### src/rtl/sum_seq.sv
// Multi-cycle add/subtract unit, CHUNK bits per cycle, LSB first.
// Optional output clamp on signed overflow: SUM_SEQ_SATURATE_EN.
module sum_seq #(
  parameter int WIDTH = 16,
  parameter int CHUNK = 4
) (
  input  logic             clk,
  input  logic             rst_n,
  input  logic             start,
  input  logic             sub,
  input  logic [WIDTH-1:0] a,
  input  logic [WIDTH-1:0] b,
  output logic             ready,
  output logic             busy,
  output logic [WIDTH-1:0] y,
  output logic             carry,
  output logic             ovf,
  output logic             done
);

  localparam int N  = WIDTH / CHUNK;
  localparam int CW = (N > 1) ? $clog2(N) : 1;

  typedef enum logic {
    IDLE,
    WORK
  } state_t;

  state_t           state;
  state_t           state_nx;
  logic [WIDTH-1:0] opa;
  logic [WIDTH-1:0] opb;
  logic [WIDTH-1:0] acc;
  logic [WIDTH-1:0] acc_nx;
  logic [WIDTH-1:0] res;
  logic [CHUNK:0]   sum;
  logic [CW-1:0]    cnt;
  logic             c;
  logic             a_msb;
  logic             b_msb;
  logic             accept;
  logic             last;
  logic             ovf_nx;

  assign ready  = (state == IDLE);
  assign busy   = !ready;
  assign accept = start && ready;
  assign last   = (cnt == CW'(N - 1));

  assign sum = {1'b0, opa[CHUNK-1:0]}
             + {1'b0, opb[CHUNK-1:0]}
             + {{CHUNK{1'b0}}, c};

  // new chunk enters at the top; after N steps acc holds the full result
  assign acc_nx = (acc >> CHUNK)
                | (WIDTH'(sum[CHUNK-1:0]) << (WIDTH - CHUNK));

  assign ovf_nx = (a_msb == b_msb)
               && (acc_nx[WIDTH-1] != a_msb);

`ifdef SUM_SEQ_SATURATE_EN
  always_comb begin
    res = acc_nx;
    if (ovf_nx) begin
      res = a_msb ? {1'b1, {(WIDTH-1){1'b0}}}
                  : {1'b0, {(WIDTH-1){1'b1}}};
    end
  end
`else
  assign res = acc_nx;
`endif

  always_ff @(posedge clk or negedge rst_n) begin
    if (!rst_n) state <= IDLE;
    else        state <= state_nx;
  end

  always_comb begin
    state_nx = state;
    unique case (state)
      IDLE: if (accept) state_nx = WORK;
      WORK: if (last)   state_nx = IDLE;
      default:          state_nx = IDLE;
    endcase
  end

  always_ff @(posedge clk or negedge rst_n) begin
    if (!rst_n) begin
      opa   <= '0;
      opb   <= '0;
      acc   <= '0;
      c     <= 1'b0;
      a_msb <= 1'b0;
      b_msb <= 1'b0;
      cnt   <= '0;
      y     <= '0;
      carry <= 1'b0;
      ovf   <= 1'b0;
      done  <= 1'b0;
    end else begin
      done <= 1'b0;
      if (accept) begin
        opa   <= a;
        opb   <= sub ? ~b : b;
        c     <= sub;
        a_msb <= a[WIDTH-1];
        b_msb <= sub ? ~b[WIDTH-1] : b[WIDTH-1];
        acc   <= '0;
        cnt   <= '0;
      end else if (state == WORK) begin
        opa <= opa >> CHUNK;
        opb <= opb >> CHUNK;
        c   <= sum[CHUNK];
        acc <= acc_nx;
        cnt <= cnt + 1'b1;
        if (last) begin
          y     <= res;
          carry <= sum[CHUNK];
          ovf   <= ovf_nx;
          done  <= 1'b1;
        end
      end
    end
  end

endmodule

### config.mk
export PLATFORM = sky130hd
export DESIGN_NAME = sum_seq
export DESIGN_NICKNAME = d
export VERILOG_FILES = /design/src/rtl/sum_seq.sv
export SDC_FILE = /design/constraint.sdc
export NUM_CORES = 1
export LEC_CHECK = 0
export BUFFER_PORTS_ARGS = -buffer_cell sky130_fd_sc_hd__buf_2
export CORE_MARGIN = 4
export CORE_UTILIZATION = 59
export DETAILED_ROUTE_END_ITERATION = 8
export HOLD_SLACK_MARGIN = 0.08
export PLACE_DENSITY = 0.83
export SLEW_MARGIN = 20
export SYNTH_ARGS = -nofsm -noshare
export SYNTH_HDL_FRONTEND = slang
export SYNTH_SLANG_ARGS = --single-unit
### constraint.sdc
create_clock -name clk -period 3.1 [get_ports clk]
set_clock_uncertainty 0.2 [all_clocks]
set_input_delay 0.62 -clock clk [delete_from_list [all_inputs] [get_ports clk]]
set_output_delay 0.62 -clock clk [all_outputs]
set_load 0.02 [all_outputs]
[Word-level counts from Yosys, hierarchy flattened]
Cells that the tools add are included.
Word-level totals
  register bits after elaboration: 73
  input bits: 36
  output and inout port bits: 21
  word-level logic and storage cells: 45
Operators by class
  add/sub/neg operators: 3
  equal/unequal tests: 3
  muxes and demuxes: 18
  bitwise operators: 5
  reduce and logical (&&, ||, !) cells: 4
Operators by type and width (number)
  2-to-1 mux 16 bit: 7
  inverter 16 bit: 1
  OR 12 x 16 -> 16 bit: 1
  2-to-1 mux 1 bit: 8
  adder 4 x 4 -> 5 bit: 1
  adder 5 x 1 -> 5 bit: 1
  2-to-1 mux 2 bit: 2
  inverter 1 bit: 3
  AND reduction 3 bit: 1
  adder 2 x 1 -> 2 bit (second input constant): 1
  == test 2 bit (second input constant): 1
  logical AND 1 bit: 2
  case mux 1 bit (2 select lines): 1
  nonzero test 2 bit: 1
  == test 1 bit: 1
  inequality test 1 bit: 1

[Logic depth before layout (Yosys ltp)]
Gate-level depths: netlist (run 1).
  depth in word-level cells: 5
  mapped depth: 6
  mapped depth without buffers: 6

[Worst setup path after synthesis (run 1)]
Ideal clock, no wire load.
  path type: reg2reg
  from: register c
  to: register c
  library setup time: 137 ps
  data arrival time: 1624 ps
  slack: 1139 ps
  stages on the path, launching flop included: 6
  path buffers: 0
  clock period less this slack: 1961 ps
  cells stage by stage: dfrtp_1 > fa_1 > fa_1 > a21o_1 > a21oi_1 > a21oi_1
Between the ends
  cells in the longest elaborated chain, start to end: 3
RTL lines
  from (decl): RTL line 38  | logic c;
  from (signal assigned): RTL line 105  | c <= sub;
  from (signal assigned): RTL line 113  | c <= sum[CHUNK];
  adder 5 x 1 -> 5 bit: RTL line 52  | + {{CHUNK{1'b0}}, c};
  2-to-1 mux 1 bit: RTL line 110  | end else if (state == WORK) begin
  2-to-1 mux 1 bit: RTL line 102  | if (accept) begin
Every way passes these cells. The select of a mux whose other input is x is not followed.
A chain may end at the register's enable or synchronous reset.

[Final worst setup path (run 1)]
  from: register state, in the netlist busy
  to: output port ready
Between the ends
  cells in the longest elaborated chain, start to end: 1
RTL lines
  from (decl): RTL line 29  | state_t state;
  from (signal assigned): RTL line 75  | else state <= state_nx;
  inverter 1 bit
  to (decl): RTL line 13  | output logic ready,
Every way passes these cells.

==> results of run 1 <==
per-layer routing:
layer / share of wire, % / vias to the layer above
li1: - / 1045
met1: 44 / 1012
met2: 48 / 64
met3: 5.4 / 11
met4: 2.2 / 0
met5: 0 / -
area by class of cell:
class / count / area (sq um)
sequential: 69 / 1730
fill: 363 / 1300
multi-input combinational: 182 / 1230
timing repair buffer: 59 / 315
clock buffer: 10 / 128
clock inverter: 6 / 87.6
tap: 67 / 83.8
inverter: 2 / 7.51
registers in the layout, indices dropped and copies added, names as in the netlist:
register,flops
b_msb,1
a_msb,1
carry,1
done,1
c,1
opb,16
y,16
acc,12
busy,1
cnt,2
opa,16
ovf,1
worst paths after layout:
kind / startpoint / endpoint / slack (ps)
max: busy / ready / 900
min: rst_n / acc[6] / 150
max reg2reg: busy / ovf / 980
max in group asynchronous: rst_n / opa[3] / 1900
min in group clk: opb[15] / opb[11] / 290
min reg2reg: opb[15] / opb[11] / 290
worst max-delay path, delay by kind of cell (launching register included):
kind / cells / cell delay, ps
buffers and inverters: 2 / 410
flip-flops: 1 / 640
power groups by stage:
stage	Clock, uW	Combinational, uW	Sequential, uW
finish	781	1130	1520
global route	836	1260	1570
CTS	796	1140	1520
detailed placement	0	1130	1540
global placement	0	1080	1510
floorplan	0	745	1570
metrics by stage:
stage / power (uW) / setup slack (ps) / util [%]
global placement: 2600 / 1050 / 68.9
floorplan: 2320 / 1140 / -
CTS: 3460 / 906 / 73.3
finish: 3430 / 904 / 73.3
detailed placement: 2670 / 980 / 68.9
global route: 3660 / 848 / 73.3
synthesized netlist by cell type, drive strengths merged:
| library cell | n | area share (%) |
|---|---|---|
| dfrtp | 69 | 57 |
| nand2 | 46 | 5.7 |
| o21ai | 41 | 6.7 |
| mux2i | 16 | 5.2 |
| xnor2 | 16 | 4.6 |
| mux2 | 15 | 5.5 |
| a22o | 12 | 3.4 |
| buf | 10 | 1.9 |
| nor2 | 10 | 1.2 |
| clkbuf | 9 | 1.1 |
| a211oi | 5 | 1.2 |
| a21oi | 4 | 0.66 |
| ha | 4 | 1.6 |
| a21o | 2 | 0.49 |
| fa | 2 | 1.3 |
| inv | 2 | 0.25 |
| xor2 | 2 | 0.57 |
| a211o | 1 | 0.29 |
| a21boi | 1 | 0.25 |
| nand4 | 1 | 0.21 |
| nand4b | 1 | 0.29 |
| nor2b | 1 | 0.21 |
| or4 | 1 | 0.25 |
| or4b | 1 | 0.33 |
kinds of logic after synthesis:
kind of cell    Yosys count  synth area share (%)
flops                    69                  56.6
compound gates           66                  13.1
simple gates             61                  8.24
mux                      31                  10.8
buf+inv                  21                  3.24
xor+xnor                 18                  5.16
fa+ha+maj                 6                  2.95
==> results.cfg, run 1 <==
[finish]
nets = 365
antenna_cells = 0
final_cells = 395
layout_commonest_cell = dfrtp_1
final_area_sq_mm = 0.00358
area_growth_syn_to_layout_pct = 17.2
final_cell_mix = dfrtp_1 (68), buf_2 (56), nand2_1 (45)
drive_above_1_share_pct = 27.7

[sta]
worst_slew_pin_slew_ps = 940
fin_crit_ps = 2200
whs_ps = 155
post-route-period-util_pct = 70.8
hold_viol_final = 0
max_freq_mhz = 455
fin_setup_tns_ps = 0
maxSlewHeadroom_pct = 37.1
setup_violations = 0
rsz0062_at_grt = no
report.final.slew_viol_count = 0

[clocking]
clk_pin_slew_ps = 70
cts_setup_buffers = 0
hold_buffers = 0
cts.sink_count = 69
cts_resized = 0
cts_buffers = 9
cts_root_buffer = clkbuf_8
clk_latency_ps = 340
htree_num_levels = 3
clockBufferDepth = 2
tritoncts = built

[power_and_ir_drop]
p_sw_share_pct = 35.0
pwr-share-clk_pct = 22.8
p_int_uw = 2230
pwr-share-seq_pct = 44.4
irDropWorstVdd_mv = 0.487
power.density_mw_per_mm2 = 958
pwr-share-comb_pct = 32.8
power_leakage_uw = 0.00178
switching_power_uw = 1200

[routing]
ant_nets = 0
vias = 2132
drtPass1Iterations = 4
drc = 0
drt-total-wl_microns = 5780
viasPerCell = 5.40
first_iter_violations = 112
wl_per_cell_microns = 14.6

[worst_setup_path]
worstSetupPathType = reg -> out
required_ps = 2280
crit_path_max_fanout = 26
r2r_cells = 4
end_kind = primary output
cp_slowest_stage_delay_ps = 640
setup.worst_path.start_class = register
crit_slowest_cell = dfrtp_2
arrival_ps = 1380
path_cells = inv_1, buf_2

[global_route]
use_met1_pct = 25.8
grt.overflow.total = 0
grtUsageMet3_pct = 4.51
met2_usage_pct = 30.9
grt.total_usage_pct = 19.8
grt_antenna_before_repair = 0
grt_busiest_layer = met2
grt_max_degree = 52
grt_pass1_vias = 2054
grt_pass1_wl_microns = 9590

[logic_synthesis]
ys_seq_area_share_pct = 56.6
netlist_area_sq_mm = 0.00305
yosys_warnings = 0
synth.ff_latch_count = 69
synth_cell_types = 26
synth_area_per_cell_sq_um = 11.2
synth_nets = 314
synthCells = 272

[floorplanning]
die_h_microns = 79.9
chipWidth_microns = 79.9
coreArea_sq_mm = 0.00488
initial_core_util_pct = 62.6
die_area_sq_mm = 0.00639
rows = 25
ioPinCount = 57

[placed_design]
gp_congestion = 0.768
portBuffers = 56
place_area_sq_mm = 0.00336
dp_cells = 379
hpwl_microns = 4020

[worst_hold_path]
hold_path.class = in -> async

[status]
status = finished clean

[flow_run]
drv_cap = 0
No activity file was read; power rests on OpenSTA's default activity.
==> inputs of run 2 (changes only) <==
- CORE_UTILIZATION: 59 -> 50
- PLACE_DENSITY: 0.83 -> 0.75
- clock period: 3.1 -> 1.9 ns (I/O delays scaled with it)
==> run 2 against run 1 <==
The flow now finishes with violations (negative setup slack). Non-clock buffer count grew 8. First-iteration DRC count decreased by 25%. Sequential cell count unchanged. Total power grew 60%. Sequential share of layout area fell by 1.2 points. Clock power rose by 43%. Design area increased by 2.5%. Combinational power up 73%. Global-route usage down 2.5 points. Final cell count rose by 4.1%. Via count is 0.33% lower. Critical path depth is 3 higher.
==> results.cfg, run 2 (synthesis gave the netlist of run 1 again) <==
[power_and_ir_drop]
power_uw = 5500
switching_power_uw = 1930
p_int_uw = 3570
p_sw_share_pct = 35.1
power_leakage_uw = 0.00180
pwr-share-seq_pct = 44.2
pwr-share-comb_pct = 35.5
irDropWorstVdd_mv = 0.892
power.density_mw_per_mm2 = 1500
pwr-share-clk_pct = 20.3

[finish]
drive_above_1_share_pct = 29.8
reg.largest.list = opa: 16 flops, opb: 16 flops, y: 16 flops
final_cells = 411
layout_commonest_cell = dfrtp_1
fillers = 519
ff_latch_area_sq_mm = 0.00173
nets = 373
antenna_cells = 0
final_cell_mix = dfrtp_1 (68), buf_2 (56), nand2_1 (45)
multiInputGateArea_sq_mm = 0.00125
area_growth_syn_to_layout_pct = 20.1

[worst_setup_path]
worstSetupPathType = reg -> reg
arrival_ps = 1910
crit_slowest_cell = fa_2
worst-r2r-setup-slack_ps = -2
cp_top_family = adder cells
cp_slowest_stage_delay_ps = 420
path_cells = fa_2, fa_2, a21o_1, a21oi_2, a21oi_1
crit_buf_inv = 0
end_kind = register
cpMostUsedCell = fa_2
setup.worst_path.start_class = register
rr_startpoint = c
worstReg2RegEnd = c
crit_path_max_fanout = 2
required_ps = 1910
r2r_cells = 5

[routing]
drc = 0
vias = 2125
viasPerCell = 5.17
wl_per_cell_microns = 14.1
drtPass1Iterations = 4
first_iter_violations = 84
ant_nets = 0
drt-total-wl_microns = 5790

[sta]
fin_setup_tns_ps = -1.51
worst_slew_pin_slew_ps = 456
setup_violations = 1
fin_crit_ps = 1900
rsz0062_at_grt = yes
max_freq_mhz = 526
post-route-period-util_pct = 100
whs_ps = 91.1
maxSlewHeadroom_pct = 69.6
report.final.slew_viol_count = 0
fin_ws_ps = -1.51
hold_viol_final = 0

[clocking]
clk_latency_ps = 340
tritoncts = built
htree_num_levels = 3
clockBufferDepth = 2
cts_buffers = 9
cts.sink_count = 69
cts_root_buffer = clkbuf_8
clk_pin_slew_ps = 70

[placed_design]
hpwl_microns = 4090
portBuffers = 56
dp_cells = 392
gp_congestion = 0.789

[global_route]
grt.overflow.total = 0
grt.total_usage_pct = 17.3
grt_pass1_wl_microns = 9910
grt_antenna_before_repair = 0
grt_max_degree = 70
grt_pass1_vias = 2162

[worst_hold_path]
whs_path_depth = 3
hold_path_startpoint = a[12]
hold_end = opa[12]
hold_path.class = in -> reg

[floorplanning]
ioPinCount = 57
initial_core_util_pct = 51.6
die_h_microns = 86.1
chipWidth_microns = 86.1
die_area_sq_mm = 0.00742
rows = 28
coreArea_sq_mm = 0.00592

[flow_run]
drv_cap = 0

[status]
violations = negative setup slack
status = finished, violations left
## run 2: power by group through the flow
stage          Sequential, uW  Combinational (uW)  Clock, uW
2_1_floorplan            2570                1220          0
3_3_place_gp             2430                1860          0
3_5_place_dp             2470                1940          0
4_1_cts                  2440                1980       1150
5_1_grt                  2520                2180       1230
6_report                 2430                1950       1120
## run 2: how the worst max path moves through the flow
| stage | from | depth (start not counted) | endpoint |
|---|---|---|---|
| 2_1_floorplan | c | 5 | c |
| 3_3_place_gp | c | 5 | c |
| 3_5_place_dp | c | 5 | ovf |
| 4_1_cts | opb[0] | 5 | c |
| 5_1_grt | c | 5 | carry |
| 6_report | c | 5 | c |
## run 2: layout make-up
| class | instances | share of cell area (%) |
|---|---|---|
| well taps | 75 | 2.56 |
| clock inverters | 4 | 1.33 |
| clock buffers | 12 | 3.68 |
| repair buffers | 67 | 11.1 |
| inverters | 2 | 0.205 |
| flip-flops and latches | 69 | 47.1 |
| multi-input cells | 182 | 34.0 |
## run 2: repair_timing
item                                    CTS  global route
gates resized for setup                   3             2
hold buffers                              3             0
hold endpoints to repair                 71             0
buffers inserted                          0             0
pin swaps                                 5             5
endpoints found under the setup margin    3             4
## run 2: routing by layer
| metal | global-route usage (%) | vias to the layer above | share of wire, % |
|---|---|---|---|
| met4 | 7.34 | 0 | 2.0 |
| li1 | - | 1052 | - |
| met3 | 6.24 | 11 | 6.2 |
| met2 | 27.3 | 52 | 48 |
| met1 | 21.5 | 1010 | 44 |
| met5 | 0 | - | 0 |
## run 2: stage by stage
| step | utilization [%] | area, sq um | worst slack (ps) |
|---|---|---|---|
| floorplan | - | 3060 | 41.3 |
| global placement | 58.1 | 3440 | -3.17 |
| detailed placement | 58.1 | 3440 | -39.9 |
| CTS | 61.8 | 3660 | -5.83 |
| global route | 61.9 | 3670 | -68.6 |
| finish | 61.9 | 3670 | -1.51 |
## run 2: worst register-to-register path, delay by kind of cell, from the launching register on
family / cells / cell delay (ps)
fa+ha+maj: 2 / 780
flops: 1 / 410
compound gates: 3 / 390
